**config.mk**
```make
export PLATFORM = sky130hd
export DESIGN_NAME = button_debouncer
export DESIGN_NICKNAME = d
export VERILOG_FILES = /design/src/rtl/button_debouncer_pkg.sv /design/src/rtl/button_debouncer_sample_timer.sv /design/src/rtl/button_debouncer.sv
export SDC_FILE = /design/constraint.sdc
export NUM_CORES = 1
export LEC_CHECK = 0
export ABC_AREA = 0
export CAP_MARGIN = 20
export CORE_ASPECT_RATIO = 2
export CORE_MARGIN = 4
export CORE_UTILIZATION = 45
export DETAILED_ROUTE_END_ITERATION = 8
export PLACE_DENSITY = 0.63
export SLEW_MARGIN = 15
export SYNTH_ARGS = -nofsm -noshare
export SYNTH_HDL_FRONTEND = slang
export SYNTH_HIERARCHICAL = 1
export SYNTH_SLANG_ARGS = --single-unit
```
**constraint.sdc**
```tcl
create_clock -name clk -period 2.8 [get_ports clk]
set_clock_uncertainty 0.1 [all_clocks]
set_input_delay 0.7 -clock clk [delete_from_list [all_inputs] [get_ports clk]]
set_output_delay 0.7 -clock clk [all_outputs]
set_load 0.03 [all_outputs]
```
**src/rtl/button_debouncer_pkg.sv**
```systemverilog
// ============================================================================
// Module  : button_debouncer_pkg
// Purpose : Shared constants and width helpers for the button debouncer and
//           its sample timer. Holds both the silicon defaults and the
//           sim-scale values that the io_circuits benches use.
// Revision: 1.0 - initial release
// ============================================================================
`default_nettype none

package button_debouncer_pkg;

  // Silicon defaults: at 50 MHz a 25000-cycle tick is 0.5 ms, and 150
  // samples give a 75 ms settle window.
  localparam int DEF_SAMPLE_CNT_MAX = 25000;
  localparam int DEF_PULSE_CNT_MAX  = 150;

  // Sim-scale values that keep bench run times short.
  localparam int SIM_SAMPLE_CNT_MAX = 4;
  localparam int SIM_PULSE_CNT_MAX  = 3;

  // Bits needed to hold the values 0..max_val. Never returns less than one
  // bit, so a degenerate max still gives a legal vector.
  function automatic int cnt_width(input int max_val);
    int w;
    w = $clog2(max_val + 1);
    if (w < 1) begin
      w = 1;
    end
    return w;
  endfunction

endpackage : button_debouncer_pkg

`default_nettype wire

```
**src/rtl/button_debouncer_sample_timer.sv**
```systemverilog
// ============================================================================
// Module  : debounce_sample_timer
// Purpose : Free-running wrap counter 0..SAMPLE_CNT_MAX-1. sample_tick is a
//           combinational decode of the last count, so it is high for exactly
//           one clk cycle per period. Reusable by any slow-sampling I/O block.
// Revision: 1.0 - initial release
// ============================================================================
`default_nettype none

module debounce_sample_timer
  import button_debouncer_pkg::*;
#(
  parameter int SAMPLE_CNT_MAX = DEF_SAMPLE_CNT_MAX
) (
  input  logic clk,
  input  logic rst_n,
  output logic sample_tick
);

  // The counter only has to reach SAMPLE_CNT_MAX-1.
  localparam int TW = cnt_width(SAMPLE_CNT_MAX - 1);

  localparam logic [TW-1:0] c_last = TW'(SAMPLE_CNT_MAX - 1);
  localparam logic [TW-1:0] c_one  = TW'(1);

  logic [TW-1:0] r_count;
  logic          w_at_last;

  assign w_at_last   = (r_count == c_last);
  assign sample_tick = w_at_last;

  // Count up every cycle and wrap back to zero after the last value.
  always_ff @(posedge clk or negedge rst_n) begin
    if (!rst_n) begin
      r_count <= '0;
    end else if (w_at_last) begin
      r_count <= '0;
    end else begin
      r_count <= r_count + c_one;
    end
  end

endmodule : debounce_sample_timer

`default_nettype wire

```
**src/rtl/button_debouncer.sv**
```systemverilog
// ============================================================================
// Module  : button_debouncer
// Purpose : Per-bit debouncer for already-synchronized button/switch inputs.
//           Each bit is sampled on a shared slow tick. Its clean level is
//           asserted only after PULSE_CNT_MAX consecutive high samples, and
//           a single low sample clears it.
// Options : DEBOUNCE_EDGE_EN - when defined, edge_pulse gives a one-cycle
//           pulse on each debounced rising edge. Otherwise edge_pulse is
//           tied low.
// Revision: 1.0 - initial release
// ============================================================================
`default_nettype none

module button_debouncer
  import button_debouncer_pkg::*;
#(
  parameter int WIDTH          = 1,
  parameter int SAMPLE_CNT_MAX = DEF_SAMPLE_CNT_MAX,
  parameter int PULSE_CNT_MAX  = DEF_PULSE_CNT_MAX
) (
  input  logic             clk,
  input  logic             rst_n,
  input  logic [WIDTH-1:0] glitchy_signal,
  output logic [WIDTH-1:0] debounced_signal,
  output logic [WIDTH-1:0] edge_pulse
);

  localparam int CW = cnt_width(PULSE_CNT_MAX);

  localparam logic [CW-1:0] c_pulse_max = CW'(PULSE_CNT_MAX);
  localparam logic [CW-1:0] c_one       = CW'(1);

  logic w_sample_tick;

  // One timer is shared by every bit, so all bits sample on the same cycle.
  debounce_sample_timer #(
    .SAMPLE_CNT_MAX (SAMPLE_CNT_MAX)
  ) u_sample_timer (
    .clk         (clk),
    .rst_n       (rst_n),
    .sample_tick (w_sample_tick)
  );

  genvar gi;
  generate
    for (gi = 0; gi < WIDTH; gi = gi + 1) begin : g_bit
      logic [CW-1:0] r_cnt;
      logic          w_full;

      // The clean level is a decode of registered state only, so it cannot
      // glitch.
      assign w_full                = (r_cnt == c_pulse_max);
      assign debounced_signal[gi]  = w_full;

      // Count consecutive high samples. A low sample restarts the count, and
      // the count saturates at the threshold. The input is ignored between
      // ticks.
      always_ff @(posedge clk or negedge rst_n) begin
        if (!rst_n) begin
          r_cnt <= '0;
        end else if (w_sample_tick) begin
          if (!glitchy_signal[gi]) begin
            r_cnt <= '0;
          end else if (!w_full) begin
            r_cnt <= r_cnt + c_one;
          end
        end
      end

`ifdef DEBOUNCE_EDGE_EN
      logic r_prev;

      // Remember last cycle's clean level to find rising edges.
      always_ff @(posedge clk or negedge rst_n) begin
        if (!rst_n) begin
          r_prev <= 1'b0;
        end else begin
          r_prev <= w_full;
        end
      end

      // The pulse lines up with the first cycle the clean level is high.
      assign edge_pulse[gi] = w_full & ~r_prev;
`else
      assign edge_pulse[gi] = 1'b0;
`endif
    end : g_bit
  endgenerate

endmodule : button_debouncer

`default_nettype wire

```
==> summary.txt, run 1 <==
Logic synthesis
  • Mux contribution to synthesized area: 0%
  • Compound-cell area share of the yosys netlist: roughly an eighth
  • Synth area leaders: dfrtp_1 (45%), xor2_1 (4.8%), nand3_1 (4.3%), nand2_1 (3.2%), o21ai_0 (3.1%)
  • YS warnings: 6
  • Largest family of logic cells by synthesized area: simple AND/OR/NAND/NOR gates
  • Post-synthesis xor/xnor area fraction: 5.453%
  • Netlist cell types: 38
  • Most used DFF post-synth: dfrtp_1
  • Synth Cell Area: 1285 µm²
  • Yosys top cell by area: dfrtp_1
  • Cells after Synth: 130
  • Synth Area in Adders: 2.921%
  • Post-synth EDFFs: 0
  • FF+latch count, synth: 23
  • Post-Syn Nets: 136
  • Post-synth top area share: between 40% and 50%
  • Seq/Total Area, Yosys: 44.79%
  • Fraction of registers with async set/reset: 100.0%
  • Avg Inst Size Synth: 9.884 µm²
  • Synth Area in Simple Gates: between 30% and 40%

Detailed routing
  • DR WL/cell: 15.82 µm
  • Post-Route WL: between 2000 and 3000 µm
  • Initial DRC count: 23
  • Avg Vias per Cell: between 6 and 7
  • DR pass1 iterations: 4
  • # DRC: 0
  • Via count: 1047
  • Routed Antenna Nets: 0

Timing
  • RSZ-0062 raised after global routing: no
  • Sum Neg Setup Slack: 0 ns
  • Fin. max-slew vios: 0
  • Tcrit/Tclk final: just over 90%
  • Final setup fails: 0
  • F_max: 0.3859 GHz
  • Hold Violations, Final: 0
  • Min Tclk post-route: 2.591 ns

Final layout
  • Share of layout cells above drive strength 1: roughly 6.0%
  • # nets final: 141
  • Most frequent cells in the layout: dfrtp_1 (23), nand2_1 (11), nand3_1 (11), o21ai_0 (8), xor2_1 (7)
  • Non-Filler Instances: 163
  • Commonest non-fill, non-tap cell in the layout: dfrtp_1
  • Ant diodes: 0
  • Syn-to-layout area delta: 7.303%

Place
  • Placed cell count: 159
  • Number of port buffers: 3
  • Detailed placer's ending HPWL: approximately 2000 µm
  • GP Congestion: roughly 0.83

Critical path
  • Cells traversed along the worst timing path: inv_1 > ha_1 > nand4bb_1 > nor2_1 > dlygate4sd2_1
  • Worst Path Arrival: 1.79 ns
  • Slowest cell delay on critical path: 0.44 ns
  • Critical path fanouts, max: 6
  • CP startpoint kind: register
  • Critical path class: reg2out
  • Crit. End Element: output pin
  • Max stage delay cell, worst path: dfrtp_1
  • Critical Path RT: 2.00 ns

Clocking
  • CTS tree: yes
  • Reg clk slew, reported paths: ~0.080 ns
  • Setup bufs post-CTS: 0
  • Max clock buf depth: 2
  • Worst skew pair latency: 0.26 ns
  • Total CTS buffers: 3
  • Clock sinks: 23
  • H-tree depth: 1
  • Clk root buf: clkbuf_8

Die
  • Total die area: 3826 µm²
  • Die Ht: about 84 µm
  • Standard-cell row count: 27
  • Core outline area: 2736 µm²
  • Die X: ~46 µm
  • IO Count: 5
  • Initial Util: 46.96%

Power and ir drop
  • P per Cell Area: approximately 400 nW/µm²
  • Max VDD drop: about 310 µV
  • Leak pwr: 0.5731 nW

Outcome
  • Status: finished, final reports clean

Global route
  • Vias in the first global route: ~1.1k
  • Initial antenna violation count: 0
  • First-pass GRT wire length: 4678 µm
  • Largest net degree at the start of global routing: 24
  • Global route total overflow: 0
  • Tot GR Track Use: 15.84%

Min path
  • Min-delay worst type: reg2reg

Flow run
  • Maximum capacitance violations: 0
registers in the layout, indices dropped and copies added (netlist names):
name and count:
g_bit.r_cnt 8, u_sample_timer/r_count 15
final timing paths:
path                            depth (start not counted)                    endpoint                        from  slack, ns
worst max-delay path                                    5            debounced_signal           g_bit[0].r_cnt[0]       0.21
worst min-delay path                                    1  u_sample_timer/r_count[11]  u_sample_timer/r_count[11]       0.43
worst max register to register                          6           g_bit[0].r_cnt[6]   u_sample_timer/r_count[0]       0.49
worst min register to register                          1  u_sample_timer/r_count[11]  u_sample_timer/r_count[11]       0.43
max in group asynchronous                               2   u_sample_timer/r_count[1]                       rst_n       1.68
min in group asynchronous                               2   u_sample_timer/r_count[6]                       rst_n       0.69
through the flow:
step | instance area [µm²] | hold WS [ns] | utilization [%] | worst slack (ns) | power, W
after floorplan | 1285 | 0.3044 | - | 0.4189 | 0.0003453
after global placement | 1335 | 0.4142 | 48.79 | 0.2669 | 0.0003543
after detailed placement | 1335 | 0.4222 | 48.79 | 0.2287 | 0.0003545
after CTS | 1379 | 0.4371 | 50.39 | 0.2198 | 0.0005558
after global routing | 1379 | 0.4494 | 50.39 | 0.07452 | 0.0005719
final | 1379 | 0.4321 | 50.39 | 0.2085 | 0.0005500
critical path: cells and delay by family (launching register included):
kind | cells | cell delay (ns)
adder cells (fa/ha/maj) | 1 | 0.14
AND/OR/NAND/NOR | 2 | 0.43
flip-flops | 1 | 0.44
buffers and inverters | 2 | 0.53
where the power goes:
group          switching, W  internal [W]
logic             0.0000109    0.00000443
clock network      0.000102      0.000101
registers                 0      0.000332
total              0.000113      0.000437
what timing repair did:
action                                  CTS  global route
hold buffers                              0             0
resized for setup                         1             0
endpoints found under the setup margin    1             0
synth_stat cells, types with 3 or more instances:
cell and instances:
nor2_1 4, xor2_1 7, dfrtp_1 23, buf_4 3, nand3_1 11, ha_1 3, or4_1 3, nor4_1 6
a21oi_1 4, nor3_1 3, a31oi_1 3, and4_1 3, o21ai_0 8, inv_1 5, nand2_1 11, or3_1 5
layout make-up:
class | count | area, µm²
clock buffers | 4 | 45.04
fillers | 258 | 1358
inverters | 5 | 18.77
multi-input cells | 97 | 659.4
flip-flops and latches | 23 | 575.6
well taps | 29 | 36.28
repair buffers | 5 | 43.79
metal layers:
layer  wire [µm]  GRT usage [%]
met3          46          2.160
met1        1035          17.91
met2        1387          26.50
met5           0              0
met4         110          9.067
cell families after synthesis:
family                     after synthesis
and+or+nand+nor                         61
AOI/OAI and AO/OA                       24
DFF                                     23
buffers and inverters                   10
xor gates and xnor gates                 8
adders and majority gates                3
other                                    1
Power figures use the tool's default switching activity.
==> run 2: changes to the inputs <==
Settings changed: SETUP_SLACK_MARGIN from default to 0.02, SKIP_LAST_GASP from default to 1.
==> results of run 2 <==
Same layout as run 1: the final DEF is identical, and so are final timing and power.
==> run 3: changes to the inputs <==
Settings changed: CORE_ASPECT_RATIO 2 to default, CORE_UTILIZATION 45 to 50, PLACE_DENSITY 0.63 to 0.68.
Clock period 2.8 ns to 2.65 ns, I/O delays scaled along.
==> run 3 against run 2 <==
Die area is 10% lower; sequential power increased by 6%; non-clock buffer count unchanged; sequential share of layout area up 0.65 points; critical path depth stayed put; via count down 0.29%; final cell count rose by 0.61%; global-route usage increased by 1.2 points; sequential cell count is the same; routed wire length rose by 2.8%; combinational power is 7% higher; largest power group unchanged; highest routed layer unchanged.
==> summary.txt, run 3 (same netlist as run 1, synthesis figures left out) <==
Outcome
  • Status: finished, final reports clean

Timing
  • Min Tclk post-route: 2.452 ns
  • F_max: 0.4079 GHz
  • Hold Violations, Final: 0 (unchanged)
  • WHS: 0.4328 ns (+0.0007420 ns)
  • Tcrit/Tclk final: 92.52%
  • RSZ-0062 raised after global routing: no
  • Final setup fails: 0 (unchanged)
  • Fin. max-slew vios: 0 (unchanged)
  • Sum Neg Setup Slack: 0 ns (unchanged)

Critical path
  • Slowest cell delay on critical path: 0.45 ns (about the same)
  • Crit path from: g_bit[0].r_cnt[0]
  • Reg2reg setup slack: 0.29 ns (-0.20 ns)
  • Delay-heaviest family, CP: flip-flops
  • CP endpoint: debounced_signal
  • Worst R2R Start: u_sample_timer/r_count[0]
  • Worst R2R Path Depth: 7 (+1)
  • Critical path class: reg2out
  • Cells traversed along the worst timing path: inv_1 > ha_1 > nand4bb_1 > nor2_1 > clkbuf_2
  • CP Depth: 5 (unchanged)
  • Worst flop-to-flop path endpoint: g_bit[0].r_cnt[1]
  • Critical Path RT: 1.89 ns (-0.11 ns)
  • Critical path fanouts, max: 6 (unchanged)
  • Number of buffers and inverters on the critical path: 2 (unchanged)
  • CP startpoint kind: register
  • Crit. End Element: output pin
  • Worst Path Arrival: 1.69 ns (-0.10 ns)
  • Max stage delay cell, worst path: dfrtp_1

Place
  • Placed cell count: 160 (+0.63%)
  • Number of port buffers: 3 (unchanged)
  • Detailed placer's ending HPWL: 1817 µm (-9.0%)
  • GP Congestion: 0.9396 (+14%)
  • Cell Area, Placed: 1336 µm² (about the same)

Detailed routing
  • Post-Route WL: 2649 µm (+2.8%)
  • Initial DRC count: 44 (+91%)
  • Routed Antenna Nets: 0 (unchanged)
  • Avg Vias per Cell: 6.366 (-0.89%)
  • Via count: 1044 (-0.29%)
  • DR pass1 iterations: 4 (unchanged)
  • DR WL/cell: 16.15 µm (+2.1%)
  • # DRC: 0 (unchanged)

Final layout
  • Design Area, Final: 1358 µm² (-1.5%)
  • Fillers: 219 (-15%)
  • Share of layout cells above drive strength 1: 6.716% (+0.75 points)
  • Register area: 575.6 µm² (unchanged)
  • Ant diodes: 0 (unchanged)
  • Largest register FFs: 15 (unchanged)
  • Multi-input logic area: 659.4 µm² (unchanged)
  • Final core occ: 55.30% (+4.9 points)
  • Syn-to-layout area delta: 5.647%
  • Most frequent cells in the layout: dfrtp_1 (23), nand2_1 (11), nand3_1 (11), o21ai_0 (8), xor2_1 (7)
  • # nets final: 141 (unchanged)
  • Commonest non-fill, non-tap cell in the layout: dfrtp_1
  • Non-Filler Instances: 164 (+0.61%)
  • Reg with most FFs: u_sample_timer/r_count
  • Largest regs: u_sample_timer/r_count: 15 flops, g_bit.r_cnt: 8 flops

Clocking
  • Worst skew pair latency: 0.31 ns (+0.05 ns)
  • Clock sinks: 23 (unchanged)
  • Max clock buf depth: 2 (unchanged)
  • Cts hold-fix bufs: 0 (unchanged)
  • CTS tree: yes
  • Clk root buf: clkbuf_4
  • Total CTS buffers: 3 (unchanged)
  • H-tree depth: 1 (unchanged)
  • Reg clk slew, reported paths: 0.13 ns (+0.05 ns)

Die
  • Standard-cell row count: 18 (-33%)
  • Initial Util: 52.34% (+5.4 points)
  • Core outline area: 2455 µm² (-10%)
  • Die X: 58.70 µm (+28%)
  • IO Count: 5 (unchanged)
  • Total die area: 3445 µm² (-10%)
  • Die Ht: 58.70 µm (-30%)

Global route
  • Vias in the first global route: 986 (-11%)
  • Largest net degree at the start of global routing: 24 (unchanged)
  • First-pass GRT wire length: 4540 µm (-2.9%)
  • Tot GR Track Use: 17.04% (+1.2 points)
  • Global route total overflow: 0 (unchanged)
  • Initial antenna violation count: 0 (unchanged)

Power and ir drop
  • Max VDD drop: 277.2 µV (-9.7%)
  • P per Cell Area: 390.1 nW/µm² (-2.2%)
  • Leak pwr: 0.5617 nW (-2.0%)

Min path
  • Min-delay worst type: reg2reg

Flow run
  • Maximum capacitance violations: 0 (unchanged)
## run 3: cell types whose count changed in the layout (fill, tap and decap cells not counted)
cell,previous run,this run
dlygate4sd2_1,1,0
clkbuf_2,0,1
clkbuf_4,0,3
clkbuf_8,3,0
## run 3: worst min-delay path by stage
stage	cells after the start	start	endpoint	slack, ns
3_3_place_gp	1	u_sample_timer/r_count[11]	u_sample_timer/r_count[11]	0.40
4_1_cts	1	u_sample_timer/r_count[11]	u_sample_timer/r_count[11]	0.44
2_1_floorplan	0	rst_n	g_bit[0].r_cnt[0]	0.27
5_1_grt	1	u_sample_timer/r_count[11]	u_sample_timer/r_count[11]	0.45
6_report	1	u_sample_timer/r_count[11]	u_sample_timer/r_count[11]	0.43
3_5_place_dp	1	u_sample_timer/r_count[11]	u_sample_timer/r_count[11]	0.42
## run 3: timing repair
item / in CTS / in global routing
cloned: 0 / 0
buffers inserted: 0 / 0
setup endpoints to repair: 1 / 1
pin swaps: 0 / 0
gates resized for setup: 2 / 1
## run 3: worst reg2reg max path: cells and delay by family, from the launching register on
family                     cells  cell delay (ns)
AOI/OAI and AO/OA              1             0.17
and+or+nand+nor                3             0.82
DFF                            1             0.46
buffers and inverters          2             0.37
adders and majority gates      1             0.36
## run 3: cell type report
class	count	share of cell area (%)
Tap cell	30	2.765
Multi-Input combinational cell	97	48.57
Sequential cell	23	42.40
Inverter	5	1.382
Clock buffer	4	1.935
Timing Repair Buffer	5	2.949
## run 3: per-stage QoR
step                      total power, W  setup WS (ns)
after floorplan                0.0003648         0.2689
after global placement         0.0003743         0.1607
after detailed placement       0.0003745         0.1132
after CTS                      0.0005361        0.03476
after global routing           0.0005528        0.06141
final                          0.0005296         0.1983
## run 3: per-layer routing
layer | GRT usage [%] | share of wire (%)
met1 | 22.91 | 46
met2 | 26.95 | 49
met3 | 2.632 | 4.2
met4 | 8.091 | 1.4
met5 | 0 | 0
## run 3: power by group
part	total [W]	internal (W)	switching (W)
Combinational	0.0000164	0.00000466	0.0000117
Sequential	0.000351	0.000351	0
Clock	0.000162	0.0000587	0.000104
